[config.mk]
export PLATFORM = sky130hd
export DESIGN_NAME = cpu_run_sequencer
export DESIGN_NICKNAME = d
export VERILOG_FILES = /design/src/rtl/cpu_run_sequencer.sv
export SDC_FILE = /design/constraint.sdc
export NUM_CORES = 1
export LEC_CHECK = 0
export CORE_ASPECT_RATIO = 1.5
export CORE_UTILIZATION = 34
export CTS_CLUSTER_SIZE = 8
export DETAILED_ROUTE_END_ITERATION = 12
export PLACE_DENSITY = 0.53
export SLEW_MARGIN = 15
export SYNTH_ARGS = -nofsm -noshare
export SYNTH_HDL_FRONTEND = slang
export SYNTH_SLANG_ARGS = --single-unit
[constraint.sdc]
create_clock -name clock_i -period 3.9 [get_ports clock_i]
set_input_delay 0.78 -clock clock_i [delete_from_list [all_inputs] [get_ports clock_i]]
set_output_delay 0.78 -clock clock_i [all_outputs]
set_load 0.02 [all_outputs]
[src/rtl/cpu_run_sequencer.sv]
// Batch controller: queues CPU program start addresses, launches each program,
// times the run until done (or timeout) and reports one result per program.
//
// state  | meaning
// IDLE   | waiting for a queued address; pops the FIFO head when one is present
// LAUNCH | one-cycle start pulse to the CPU; counter and arming cleared
// RUN    | counting cycles until an armed done or the timeout limit
// REPORT | result held on the valid/ready port until accepted
module cpu_run_sequencer #(
    parameter int ADDR_W     = 8,
    parameter int CNT_W      = 15,
    parameter int FIFO_DEPTH = 4,
    parameter int TIMEOUT    = 32767
) (
    input  logic              clock_i,
    input  logic              reset_i,
    input  logic              push_i,
    input  logic [ADDR_W-1:0] push_addr_i,
    output logic              full_o,
    output logic              busy_o,
    output logic              cpu_start_o,
    output logic [ADDR_W-1:0] cpu_start_addr_o,
    input  logic              cpu_done_i,
    output logic              result_valid_o,
    input  logic              result_ready_i,
    output logic [ADDR_W-1:0] result_addr_o,
    output logic [CNT_W-1:0]  result_cycles_o,
    output logic              result_timeout_o
);

    localparam int PTR_W = $clog2(FIFO_DEPTH);
    localparam logic [PTR_W:0]   FULL_CNT    = (PTR_W + 1)'(FIFO_DEPTH);
    localparam logic [CNT_W-1:0] TIMEOUT_CNT = CNT_W'(TIMEOUT);

    typedef enum logic [1:0] {IDLE, LAUNCH, RUN, REPORT} state_t;

    state_t state, state_nxt;

    logic [ADDR_W-1:0] fifo_mem [FIFO_DEPTH];
    logic [PTR_W-1:0]  wr_ptr, rd_ptr;
    logic [PTR_W:0]    fifo_cnt;
    logic              fifo_empty, push_ok, pop;

    logic [ADDR_W-1:0] cur_addr;
    logic [CNT_W-1:0]  counter, counter_inc;
    logic              armed, done_acc, timeout_hit;

    assign fifo_empty  = (fifo_cnt == '0);
    assign full_o      = (fifo_cnt == FULL_CNT);
    assign push_ok     = push_i && !full_o;
    assign busy_o      = (state != IDLE) || !fifo_empty;
    assign counter_inc = counter + CNT_W'(1);

    assign cpu_start_o      = (state == LAUNCH);
    assign cpu_start_addr_o = cur_addr;

    // Storage needs no reset: occupancy is tracked by fifo_cnt alone.
    always_ff @(posedge clock_i) begin
        if (push_ok) fifo_mem[wr_ptr] <= push_addr_i;
    end

    always_ff @(posedge clock_i) begin
        if (reset_i) begin
            wr_ptr   <= '0;
            rd_ptr   <= '0;
            fifo_cnt <= '0;
        end else begin
            if (push_ok) wr_ptr <= wr_ptr + PTR_W'(1);
            if (pop)     rd_ptr <= rd_ptr + PTR_W'(1);
            if (push_ok && !pop)      fifo_cnt <= fifo_cnt + (PTR_W + 1)'(1);
            else if (!push_ok && pop) fifo_cnt <= fifo_cnt - (PTR_W + 1)'(1);
        end
    end

    always_ff @(posedge clock_i) begin
        if (reset_i) state <= IDLE;
        else         state <= state_nxt;
    end

    always_comb begin
        state_nxt   = state;
        pop         = 1'b0;
        done_acc    = 1'b0;
        timeout_hit = 1'b0;
        case (state)
            IDLE: begin
                if (!fifo_empty) begin
                    pop       = 1'b1;
                    state_nxt = LAUNCH;
                end
            end
            LAUNCH: state_nxt = RUN;
            RUN: begin
                done_acc    = armed && cpu_done_i;
                timeout_hit = !done_acc && (counter_inc == TIMEOUT_CNT);
                if (done_acc || timeout_hit) state_nxt = REPORT;
            end
            REPORT: begin
                if (result_ready_i) state_nxt = IDLE;
            end
            default: state_nxt = IDLE;
        endcase
    end

    // Arming on a sampled low keeps a done level left over from the
    // previous program from ending the new run immediately.
    always_ff @(posedge clock_i) begin
        if (reset_i) begin
            cur_addr         <= '0;
            counter          <= '0;
            armed            <= 1'b0;
            result_valid_o   <= 1'b0;
            result_addr_o    <= '0;
            result_cycles_o  <= '0;
            result_timeout_o <= 1'b0;
        end else begin
            case (state)
                IDLE: begin
                    if (pop) cur_addr <= fifo_mem[rd_ptr];
                end
                LAUNCH: begin
                    counter <= '0;
                    armed   <= 1'b0;
                end
                RUN: begin
                    counter <= counter_inc;
                    if (!cpu_done_i) armed <= 1'b1;
                    if (done_acc || timeout_hit) begin
                        result_valid_o   <= 1'b1;
                        result_addr_o    <= cur_addr;
                        result_cycles_o  <= done_acc ? counter_inc : TIMEOUT_CNT;
                        result_timeout_o <= timeout_hit;
                    end
                end
                REPORT: begin
                    if (result_ready_i) result_valid_o <= 1'b0;
                end
                default: ;
            endcase
        end
    end

endmodule

==> metrics.yaml, run 1 <==
via_count: 2877
ys_seq_elements: 90
slew_viol_final: 0
yosys_warnings: 0
clk_pin_slew_ns: 0.07
ant_nets: 0
wl_per_cell_microns: 14.96
root_buffer: "clkbuf_16"
end_kind: "flip-flop"
die_area_sq_um: 12340
diodes: 0
synth.net_count: 414
cts_setup_buffers: 0
clk_path_buf_depth: 2
ir_worst_vdd_mv: 0.2695
startpoint_type: "input port"
clock_latency_ns: 0.34
setup_violations: 0
area_delta_synth_final_pct: 22.22
hold_end: "result_timeout_o"
die_h_microns: 135.6
vias_per_cell: 4.943
synth_edf_count: 32
hold_viol: 0
grt_overflow_total: 0
whs_path_depth: 2
synth-main-ff-cell: "dfxtp_1"
reg2reg_to: "fifo_cnt[2]"
regToRegStartpoint: "state[1]"
cts_resized: 0
clock_sinks: 90
grtUsageTotal: 0.1507
clock_skew_ns: 0.006969
synth.top_cell.area_share: 0.2872
netlist_area_sq_um: 4043
min_period_ns: 2.669
syn_inst: 389
ys_top_cells_by_area: "dfxtp_1 29%, edfxtp_1 24%, nand2_1 4.5%"
synth_area_leader_cell: "dfxtp_1"
gp_congestion: 0.7887
min_from: "result_timeout_o"
dp.cells: 566
fmax_mhz: 374.7
pre_cts_slack_ns: 0.8681
grt_max_degree: 59
dp_hpwl_microns: 6070
worstPathCellList: "clkdlybuf4s50_1, nor2b_1, ha_1, inv_1, fa_1, xor2_1, or3_1, a21oi_1"
grt_pass1_vias: 2825
seq_area_frac_synth: 0.5249
htree_levels: 3
cts_hold_buf: 0
initial_utilization: 0.3506
outcome: "completed"
rows: 48
die_x_microns: 91.03
power_density_nw_per_um2: 560.2
required_ns: 4.16
final_nets: 452
fp.coreArea_sq_um: 11530
drt_iter0_markers: 123
arrival_ns: 2.93
critical_path.max_fanout: 7
finalWorstSetupSlack_ns: 1.231
finalPower_mw: 2.768
drt-total-wl_microns: 8705
numCtsBuffers: 9
maxSlewHeadroom: 0.5147
port_buffers: 48
cpMaxStageDelayCell: "clkdlybuf4s50_1"
ff2ff_path_depth: 11
async_flop_share: 0
finalSetupTns_ns: 0
pin_count: 49
drive_above_1_share: 0.1019
p_leak_nw: 1.649
r2r_slack_ns: 1.33
synth_cell_type_count: 52
antenna_found_initial: 0
worst_hold_path_type: "flip-flop to flip-flop"
cts_tree: "yes"
syn_avg_cell_area_sq_um: 10.39
tightest_slew_ns: 0.7271
crit_type: "input port to flip-flop"
stdcell_area_sq_um: 4941
drtPass1Iterations: 4
drc_errors: 0
rsz0062_at_grt: "false"
post_dp_cell_area_sq_um: 4618
maxCapViolations: 0
grt_pass1_wl_microns: 14260
final_cells: 582
min_period_over_period: 0.6843
max_stage_delay_ns: 0.44
==> cells in the final DEF (no fill, tap or decap), types with 5 or more instances in the layout <==
cell             netlist  final
dfxtp_1               58     58
nand2_1               49     49
clkdlybuf4s50_1        0     47
nor2_1                36     36
edfxtp_1              32     32
a21oi_1               29     29
inv_1                 15     15
o21ai_0               14     14
and2_1                11     11
ha_1                  11     11
mux2i_1               10     10
clkbuf_16              0      9
nor3_1                 8      8
nand3_1                8      8
mux4_2                 8      8
xnor2_1                7      7
nand4_1                6      6
xor2_1                 6      6
a22oi_1                5      5
a311oi_1               5      5
buf_4                  0      5
==> worst max-delay path: cells and delay by family <==
family | cells | cell delay, ns
adder cells (fa/ha/maj) | 2 | 0.63
AO/OA/AOI/OAI | 1 | 0.15
buffers and inverters | 2 | 0.50
AND/OR/NAND/NOR | 2 | 0.70
XOR/XNOR | 1 | 0.16
==> cells in the mapped netlist, drive strengths merged, types with 2 or more instances <==
master and instances:
o21ai 15, nor3 8, nor4 5, nand4 7, nor3b 2, a22oi 5
inv 15, nand2 50, xnor2 7, a21oi 30, nor2 37, xor2 6
clkbuf 14, mux2 4, nand3 8, a211oi 4, dfxtp 58, a311oi 6
or3 2, nor2b 3, and2 11, edfxtp 32, mux2i 10, and4 2
ha 11, buf 11, nand2b 3, a31oi 5, mux4 8
==> worst max path at each step <==
stage | startpoint | to | slack [ns] | cells after the start
floorplan | push_i | fifo_cnt[2] | 1.54 | 8
global placement | push_i | fifo_cnt[2] | 0.93 | 8
detailed placement | push_i | fifo_cnt[2] | 0.87 | 8
CTS | push_i | fifo_cnt[2] | 1.19 | 8
global route | push_i | fifo_cnt[2] | 1.12 | 8
finish | push_i | fifo_cnt[2] | 1.23 | 8
==> power by group <==
| group | leakage, nW | internal (mW) | total [mW] | switching [mW] |
|---|---|---|---|---|
| Sequential | 0.763 | 1.08 | 1.17 | 0.0983 |
| Combinational | 0.741 | 0.295 | 0.670 | 0.375 |
| Clock | 0.145 | 0.562 | 0.924 | 0.361 |
==> cells by family after synthesis <==
| group | Yosys count | synth area share |
|---|---|---|
| xor gates and xnor gates | 13 | 0.02816 |
| and+or+nand+nor | 141 | 0.1718 |
| muxes | 22 | 0.08047 |
| AOI/OAI and AO/OA | 70 | 0.1117 |
| adders and majority gates | 12 | 0.03900 |
| DFF | 90 | 0.5249 |
| buffers and inverters | 41 | 0.04394 |
==> sequential cells by signal (all words and copies together), names as in the netlist <==
register	count
result_timeout_o	1
fifo_mem	32
rd_ptr	2
result_valid_o	1
result_addr_o	8
result_cycles_o	15
wr_ptr	2
armed	1
state	2
fifo_cnt	3
cpu_start_addr_o	8
counter	15
==> final cells by class <==
| cell class | count | area [sq um] |
|---|---|---|
| fill | 1146 | 6590 |
| sequential | 90 | 2122 |
| multi-input combinational | 258 | 1743 |
| timing repair buffer | 52 | 508.0 |
| clock buffer | 10 | 229.0 |
| tap | 150 | 187.7 |
| clock inverter | 6 | 91.34 |
| inverter | 16 | 60.06 |
==> metrics by stage <==
step | hold slack (ns) | util
finish | 0.4606 | 0.4285
global route | 0.4902 | 0.4285
CTS | 0.4657 | 0.4283
detailed placement | 0.4531 | 0.4005
global placement | 0.4544 | 0.4005
floorplan | 0.4576 | -
==> metal layers <==
| layer | GRT usage | vias to the layer above | wire, microns |
|---|---|---|---|
| met5 | 0 | - | 0 |
| met4 | 0.05820 | 0 | 142 |
| met3 | 0.02413 | 13 | 293 |
| met2 | 0.2912 | 67 | 4836 |
| met1 | 0.1623 | 1349 | 3433 |
| li1 | - | 1448 | - |
(Power assumes the default switching activity.)
==> run 2: changes to the inputs <==
--- a/config.mk
+++ b/config.mk
@@ -9,7 +9,7 @@
 export CORE_UTILIZATION = 34
 export CTS_CLUSTER_SIZE = 8
 export DETAILED_ROUTE_END_ITERATION = 12
-export PLACE_DENSITY = 0.53
+export PLACE_DENSITY = 0.55
 export SLEW_MARGIN = 15
 export SYNTH_ARGS = -nofsm -noshare
 export SYNTH_HDL_FRONTEND = slang
==> constraint.sdc (replaced) <==
create_clock -name clock_i -period 2.2 [get_ports clock_i]
set_input_delay 0.44 -clock clock_i [delete_from_list [all_inputs] [get_ports clock_i]]
set_output_delay 0.44 -clock clock_i [all_outputs]
set_load 0.02 [all_outputs]
==> run 2 against run 1 <==
Effect of this change:
- global-route usage grew 0.51 points
- clock-buffer cell count increased by 3
- flip-flop and latch count unchanged
- via count rose by 4.7%
- sequential power is 74% higher
- final cell count is 4.1% higher
- utilization is 1.4 points higher
- first-iteration DRC count fell by 20%
- power rose by 72%
- largest cell class unchanged
- worst hold slack improved by 0.0039 ns
==> metrics.yaml, run 2 (same netlist as run 1, synthesis figures left out) <==
setup_violations: 0  # unchanged
whs_path_depth: 2  # unchanged
finalWorstSetupSlack_ns: 0.1230  # was 1.231 ns
fp.coreArea_sq_um: 11530  # unchanged
end_kind: "flip-flop"  # unchanged
hold_viol: 0  # unchanged
grt_pass1_wl_microns: 14770  # was 14260 microns
min_period_ns: 2.077
stdcell_area_sq_um: 5100  # was 4941 sq um
cpMaxStageDelayCell: "fa_1"  # was clkdlybuf4s50_1
tightest_slew_ns: 0.5207  # was 0.7271 ns
die_h_microns: 135.6  # unchanged
grtUsageTotal: 0.1558  # was 0.1507
grt_pass1_vias: 3039  # was 2825
ff2ff_path_depth: 10  # was 11
diodes: 0  # unchanged
final_common_cell: "dfxtp_1"  # unchanged
gp_congestion: 0.8063  # was 0.7887
ant_nets: 0  # unchanged
fmax_mhz: 481.5
dp_hpwl_microns: 6563  # was 6070 microns
final_cell_mix: "52 x dfxtp_1, 49 x nand2_1, 47 x clkdlybuf4s50_1, 36 x nor2_1, 32 x edfxtp_1"  # was 58 x dfxtp_1, 49 x nand2_1, 47 x clkdlybuf4s50_1, 36 x nor2_1, 32 x edfxtp_1
max_stage_delay_ns: 0.36  # was 0.44 ns
clk_path_buf_depth: 2  # unchanged
grt_overflow_total: 0  # unchanged
arrival_ns: 2.35  # was 2.93 ns
drt-total-wl_microns: 8974  # was 8705 microns
min_period_over_period: 0.9441
worstPathCellList: "inv_1, ha_2, nor2b_1, clkinv_1, ha_2, inv_1, fa_1, xor2_1, or3_1, a21oi_1"  # was clkdlybuf4s50_1, nor2b_1, ha_1, inv_1, fa_1, xor2_1, or3_1, a21oi_1
pre_cts_slack_ns: -0.1765  # was 0.8681 ns
worst_hold_path_type: "flip-flop to flip-flop"  # unchanged
rows: 48  # unchanged
vias_per_cell: 4.969  # was 4.943
root_buffer: "clkbuf_16"  # unchanged
crit_type: "flip-flop to flip-flop"  # was input port to flip-flop
initial_utilization: 0.3506  # unchanged
slew_viol_final: 0  # unchanged
final_nets: 476  # was 452
r2r_slack_ns: 0.12  # was 1.33 ns
rsz0062_at_grt: "false"  # unchanged
via_count: 3011  # was 2877
maxSlewHeadroom: 0.6525  # was 0.5147
outcome: "completed"  # unchanged
required_ns: 2.47  # was 4.16 ns
fillers: 1154  # was 1146
clock_skew_ns: 0.006270  # was 0.006969 ns
p_leak_nw: 1.748  # was 1.649 nW
ir_worst_vdd_mv: 0.4448  # was 0.2695 mV
post_dp_cell_area_sq_um: 4808  # was 4618 sq um
drc_errors: 0  # unchanged
largestRegisters: "fifo_mem: 32 flops, counter: 15 flops, result_cycles_o: 15 flops"  # unchanged
clock_latency_ns: 0.34  # about the same
final_util: 0.4423  # was 0.4285
final_cells: 606  # was 582
min_from: "result_timeout_o"  # unchanged
pin_count: 49  # unchanged
die_area_sq_um: 12340  # unchanged
area_delta_synth_final_pct: 26.15  # was 22.22%
cts_tree: "yes"  # unchanged
reg2reg_to: "fifo_cnt[2]"  # unchanged
hold_end: "result_timeout_o"  # unchanged
top_register: "fifo_mem"  # unchanged
port_buffers: 48  # unchanged
finalSetupTns_ns: 0  # unchanged
regToRegStartpoint: "state[1]"  # unchanged
die_x_microns: 91.03  # unchanged
multi_input_area_sq_um: 1765  # was 1743 sq um
dp.cells: 589  # was 566
htree_levels: 3  # unchanged
drtPass1Iterations: 5  # was 4
grt_max_degree: 45  # was 59
critical_path.max_fanout: 3  # was 7
startpoint_type: "flip-flop"  # was input port
register_area_sq_um: 2130  # was 2122 sq um
clk_pin_slew_ns: 0.06  # was 0.07 ns
maxCapViolations: 0  # unchanged
drt_iter0_markers: 99  # was 123
power_density_nw_per_um2: 936.3  # was 560.2 nW/um^2
wl_per_cell_microns: 14.81  # was 14.96 microns
clock_sinks: 90  # unchanged
largest_reg_flops: 32  # unchanged
drive_above_1_share: 0.1623  # was 0.1019
antenna_found_initial: 0  # unchanged
numCtsBuffers: 9  # unchanged
## run 2: cell types whose count changed in the layout (fill, tap and decap cells not counted), sizes merged
cell,before,now
clkinvlp,3,2
bufinv,2,0
clkbuf,10,13
buf,5,29
## run 2: power breakdown
group	internal, mW	switching [mW]	total, mW
registers	1.91	0.131	2.04
clock network	0.763	0.602	1.37
logic	0.622	0.746	1.37
total	3.30	1.48	4.77
## run 2: worst max path at each step
stage	from	end	slack (ns)	cells after the start
2_1_floorplan	state[0]	fifo_cnt[2]	0.08	10
3_3_place_gp	push_i	fifo_cnt[2]	-0.09	8
3_5_place_dp	push_i	fifo_cnt[2]	-0.18	8
4_1_cts	counter[1]	result_addr_o[0]	0.01	8
5_1_grt	state[1]	fifo_cnt[2]	0.003	10
6_report	state[1]	fifo_cnt[2]	0.12	10
## run 2: area by class of cell
type | instances | area share
Clock buffer | 13 | 0.04710
Multi-Input combinational cell | 258 | 0.3462
Timing Repair Buffer | 76 | 0.1369
Sequential cell | 90 | 0.4176
Tap cell | 150 | 0.03680
Clock inverter | 3 | 0.003680
Inverter | 16 | 0.01178
## run 2: metal layers
metal	vias up	GRT usage	wire, microns
met5	-	0	0
met4	0	0.08554	223
met3	16	0.01796	243
met2	58	0.3035	4980
met1	1444	0.1600	3528
li1	1493	-	-
## run 2: worst max-delay path, delay by kind of cell, from the launching register on
family	cells	cell delay, ns
and+or+nand+nor	2	0.46
xor gates and xnor gates	1	0.16
buffers and inverters	3	0.20
adders and majority gates	3	0.72
DFF	1	0.34
AOI/OAI and AO/OA	1	0.14
## run 2: through the flow
step,hold slack (ns),total power [mW]
detailed placement,0.4603,3.459
finish,0.4645,4.775
CTS,0.4690,4.837
floorplan,0.4576,2.894
global route,0.4857,5.043
global placement,0.4538,3.423
## run 2: repair_timing
| action | 4_1_cts | 5_1_grt |
|---|---|---|
| resized for setup | 0 | 10 |
| hold buffers | 0 | 0 |
| setup buffers | 0 | 1 |
| setup endpoints to repair | 0 | 27 |
